===== src/rtl/p2s_tx.sv =====
// Parallel-to-serial transmitter: MSB-first shift-out of DATA_WIDTH-bit words with
// a frame-sync marker on the first bit and a done pulse after the last bit.
module p2s_tx #(
    parameter int DATA_WIDTH = 16
) (
    input  logic                  clk1x,
    input  logic                  reset,
    input  logic [DATA_WIDTH-1:0] dataIn,
    input  logic                  sendFlag,
    output logic                  ready,
    output logic                  dataSOUT,
    output logic                  frameSync,
    output logic                  done
);

    // state | meaning
    // IDLE  | line idle at 0, ready for a word
    // SHIFT | word on the line, one bit per clk1x cycle
    typedef enum logic {
        IDLE  = 1'b0,
        SHIFT = 1'b1
    } state_t;

    localparam int              CW   = $clog2(DATA_WIDTH);
    localparam logic [CW-1:0]   LAST = CW'(DATA_WIDTH - 1);

    state_t                  state;
    logic [DATA_WIDTH-1:0]   shreg;
    logic [CW-1:0]           cnt;
    logic                    last_bit;
    logic                    accept;

    // ready depends on state and counter only, so accept never loops back through sendFlag
    assign last_bit = (state == SHIFT) && (cnt == LAST);
    assign ready    = (state == IDLE) || last_bit;
    assign accept   = sendFlag && ready;

    always_ff @(posedge clk1x or negedge reset) begin
        if (!reset) begin
            state     <= IDLE;
            shreg     <= '0;
            cnt       <= '0;
            dataSOUT  <= 1'b0;
            frameSync <= 1'b0;
            done      <= 1'b0;
        end else begin
            frameSync <= accept;
            done      <= last_bit;
            if (accept) begin
                state    <= SHIFT;
                shreg    <= dataIn;
                cnt      <= '0;
                dataSOUT <= dataIn[DATA_WIDTH-1];
            end else if (last_bit) begin
                state    <= IDLE;
                shreg    <= '0;
                cnt      <= '0;
                dataSOUT <= 1'b0;
            end else if (state == SHIFT) begin
                // dataSOUT tracks the MSB of the shifted register
                shreg    <= shreg << 1;
                cnt      <= cnt + 1'b1;
                dataSOUT <= shreg[DATA_WIDTH-2];
            end
        end
    end

endmodule


===== config.mk =====
export PLATFORM = sky130hd
export DESIGN_NAME = p2s_tx
export DESIGN_NICKNAME = d
export VERILOG_FILES = /design/src/rtl/p2s_tx.sv
export SDC_FILE = /design/constraint.sdc
export NUM_CORES = 1
export LEC_CHECK = 0
export CORE_MARGIN = 3
export CORE_UTILIZATION = 50
export CTS_CLUSTER_SIZE = 16
export DETAILED_ROUTE_END_ITERATION = 8
export PLACE_DENSITY = 0.78
export SYNTH_ARGS = -nofsm -noshare
export SYNTH_HDL_FRONTEND = slang
export SYNTH_SLANG_ARGS = --single-unit

===== constraint.sdc =====
create_clock -name clk1x -period 2.12 [get_ports clk1x]
set_input_delay 0.424 -clock clk1x [delete_from_list [all_inputs] [get_ports clk1x]]
set_output_delay 0.424 -clock clk1x [all_outputs]
set_load 0.05 [all_outputs]

==> summary.md <==
| Metric | Value |
|---|---|
| Vias | `879` |
| Complex-gate fraction of the synthesized area | `between 10% and 20%` |
| Outcome | `finished clean` |
| Ant diodes | `0` |
| Critical Path Slowest Stage Cell | `dfrtp_1` |
| Worst Setup SP | `cnt[0]` |
| Placed cell area | `between 1000 and 1500 um2` |
| # rows | `16` |
| Setup Buffers After CTS | `0` |
| Area occupied by multi-input gates | `541 um2` |
| GRT Max-Usage Layer | `met2` |
| Seq cells post-synth | `23` |
| Yosys warns | `0` |
| Yosys cell types | `27` |
| Post-cts sizing count | `0` |
| Worst Path Buf+Inv | `2` |
| Gate power share | `37.9%` |
| Xor and xnor area share after synthesis | `0.743%` |
| Startpoint class of the critical path | `register` |
| Final Worst Setup Slack | `around 160 ps` |
| Arr. time, crit path | `1540 ps` |
| Post-synthesis simple-gate area fraction | `around 14%` |
| Die Span Y | `around 55 um` |
| Clock-pin slew on the worst setup and hold paths | `130 ps` |
| Drt total wl | `approximately 2300 um` |
| Worst hold path type | `input port to asynchronous set/reset pin` |
| Post-synthesis mux area share | `~14%` |
| Initial Util | `a little under three fifths` |
| Post-route clock period utilization | `between 90% and 100%` |
| Sequential fraction of the synthesis area | `about half` |
| Clk buf depth | `2` |
| Area Growth Syn to Fin | `22.3%` |
| Switch share | `about 34%` |
| Mean post-synth cell area | `about 11 um2` |
| Adder-cell share of the synthesized area | `around 1.1%` |
| Clock net sink count | `23` |
| Crit. path cell count | `5` |
| DR iter-0 viols | `14` |
| Power share of the clock group | `between 10% and 20%` |
| Die width | `between 50 and 60 um` |
| Num CTS Buffers | `3` |
| Cell Area, Synth | `1180 um2` |
| Vias in the first global route | `905` |
| WP data required | `about 1700 ps` |
| Rel. slew slack | `between 60% and 70%` |
| Gr ovfl total | `0` |
| Reg power frac | `48.0%` |
| Layout cells sized above 1 | `16.9%` |
| Filler cells | `around 160` |
| Clock Latency Late Sink | `between 300 and 400 ps` |
| Worst VDD drop | `606 uV` |
| Met3 global-route usage | `under 10%` |
| Reg-to-Reg Start | `cnt[0]` |
| Die area | `about 3000 um2` |
| Largest stage delay on the critical path | `420 ps` |
| Pins Over Slew Limit | `0` |
| GPL Wtd Cong | `0.720` |
| Met1 Use GR | `roughly a fifth` |
| CP Class | `register to output pin` |
| Hold Violations, Final | `0` |
| Worst-Margin Slew | `about 500 ps` |
| Port buffer count | `22` |
| Pre-CTS setup slack | `251 ps` |
| Core Region | `~2100 um2` |
| CTS Hold Buffers Added | `0` |
| DRT antenna net count | `0` |
| DRC | `0` |
| Global-route wire length before repair | `between 3000 and 4000 um` |
| Most common cell after layout, fill and taps aside | `dfrtp_1` |
| Commonest cells after routing, fill and taps aside | `dfrtp_1, clkdlybuf4s50_1, nor2_1` |
| GR Layer Usage met2 | `between 30% and 40%` |
| DRT Pass-1 Iters | `4` |
| P_sw | `between 0.4 and 0.5 mW` |
| Skew final | `about 6.4 ps` |
| Avg WL per Cell | `approximately 15 um` |
| Reg area | `approximately 580 um2` |
| Clock Tree Root | `clkbuf_4` |
| H-tree levels | `1` |
| HPWL Detailed | `1640 um` |
| Via-to-Cell Ratio | `a little under 6` |
| I/O pin count | `23` |
| P_int | `0.941 mW` |
| Max-cap check violation count | `0` |
| Post-route cell area | `1440 um2` |
| CTS tree | `built` |
| Pleak | `approximately 0.67 nW` |
| FF-to-FF path depth | `5` |
| Antenna violations before repair | `0` |
| Largest family of logic cells by synthesized area | `compound AO/OA/AOI/OAI gates` |
| Synthesized Nets | `~120` |
| RSZ-0062 raised after global routing | `no` |
| Largest net degree at the start of global routing | `24` |
| Final #Nets | `between 100 and 150` |
| CP max FO | `4` |
| CP delay by family, top | `flip-flops` |
| CP cell instances | `ha_1 -> and3_4 -> nor2b_2 -> inv_1 -> buf_4` |
| Max Fclk | `between 500 and 600 MHz` |
| Final Critical Period | `~2000 ps` |
| Setup TNS | `0 ps` |
| Tot Pwr | `1.43 mW` |
| Post-layout util | `between 60% and 70%` |
| Final setup fails | `0` |
| PwrDens | `around 990 nW/um2` |
| Gr usage total | `between 15 and 20%` |
| Crit end category | `output pin` |
| Post-synthesis cell count | `around 100` |
==> kinds of logic (layout without fill, tap and decap cells) <==
family,after synthesis,after routing
muxes,16,16
buffers and inverters,10,31
and+or+nand+nor,31,31
adders and majority gates,1,1
AOI/OAI and AO/OA,21,21
xor gates and xnor gates,1,1
DFF,23,23
==> metal layers <==
| layer | wire, um | vias to the layer above |
|---|---|---|
| li1 | - | 420 |
| met1 | 1020 | 442 |
| met2 | 1210 | 15 |
| met3 | 87 | 2 |
| met4 | 13 | 0 |
| met5 | 0 | - |
==> synth_stat cells <==
master,instances,area (um2)
mux2i_1,16,160
ha_1,1,12.5
o21ai_0,4,20.0
or2_2,1,6.26
xor2_1,1,8.76
a221o_2,6,67.6
buf_6,1,11.3
dfrtp_1,23,576
and2_1,1,6.26
and4_2,1,10.0
nand2_1,4,15.0
a311o_1,1,10.0
a221o_1,9,90.1
nor2b_2,1,8.76
buf_8,1,15.0
and2_2,1,7.51
clkbuf_1,1,3.75
and2b_1,1,7.51
and4b_2,1,11.3
buf_1,1,3.75
and3_4,1,11.3
nor2_1,17,63.8
inv_1,1,3.75
nor3b_1,1,7.51
a22o_1,1,8.76
buf_2,5,25.0
or2b_1,1,7.51
==> cell type report <==
class / instances / share of cell area [%]
clock buffer: 3 / 1.56
inverter: 1 / 0.260
timing repair buffer: 26 / 18.1
clock inverter: 1 / 0.347
sequential: 23 / 39.9
multi-input combinational: 70 / 37.5
tap: 27 / 2.34
==> power groups by stage <==
stage | sequential (mW) | clock (mW) | combinational, mW
6_report | 0.688 | 0.203 | 0.543
5_1_grt | 0.707 | 0.240 | 0.595
4_1_cts | 0.690 | 0.217 | 0.551
3_5_place_dp | 0.699 | 0 | 0.547
3_3_place_gp | 0.691 | 0 | 0.527
2_1_floorplan | 0.704 | 0 | 0.391
==> stage by stage <==
stage / hold slack (ps) / std cells
after floorplan: 128 / 103
after global placement: 490 / 147
after detailed placement: 499 / 147
after CTS: 449 / 151
after global routing: 475 / 151
final: 453 / 151
==> registers in the layout (all words and copies together) (netlist names) <==
register,flops
frameSync,1
dataSOUT,1
done,1
shreg,15
state,1
cnt,4
==> worst register-to-register path: cells and delay by family, from the launching register on <==
kind	cells	cell delay, ps
flip-flops	1	400
AO/OA/AOI/OAI	1	400
AND/OR/NAND/NOR	2	270
adder cells (fa/ha/maj)	1	230
buffers and inverters	1	190
==> final timing paths <==
path	endpoint	slack (ps)
hold reg to reg	shreg[11]	530
max in group asynchronous	shreg[8]	1440
hold / removal	shreg[14]	450
setup reg to reg	shreg[10]	530
setup / recovery	ready	160
min in group clk1x	shreg[11]	530
No activity file was read; power rests on OpenSTA's default activity.
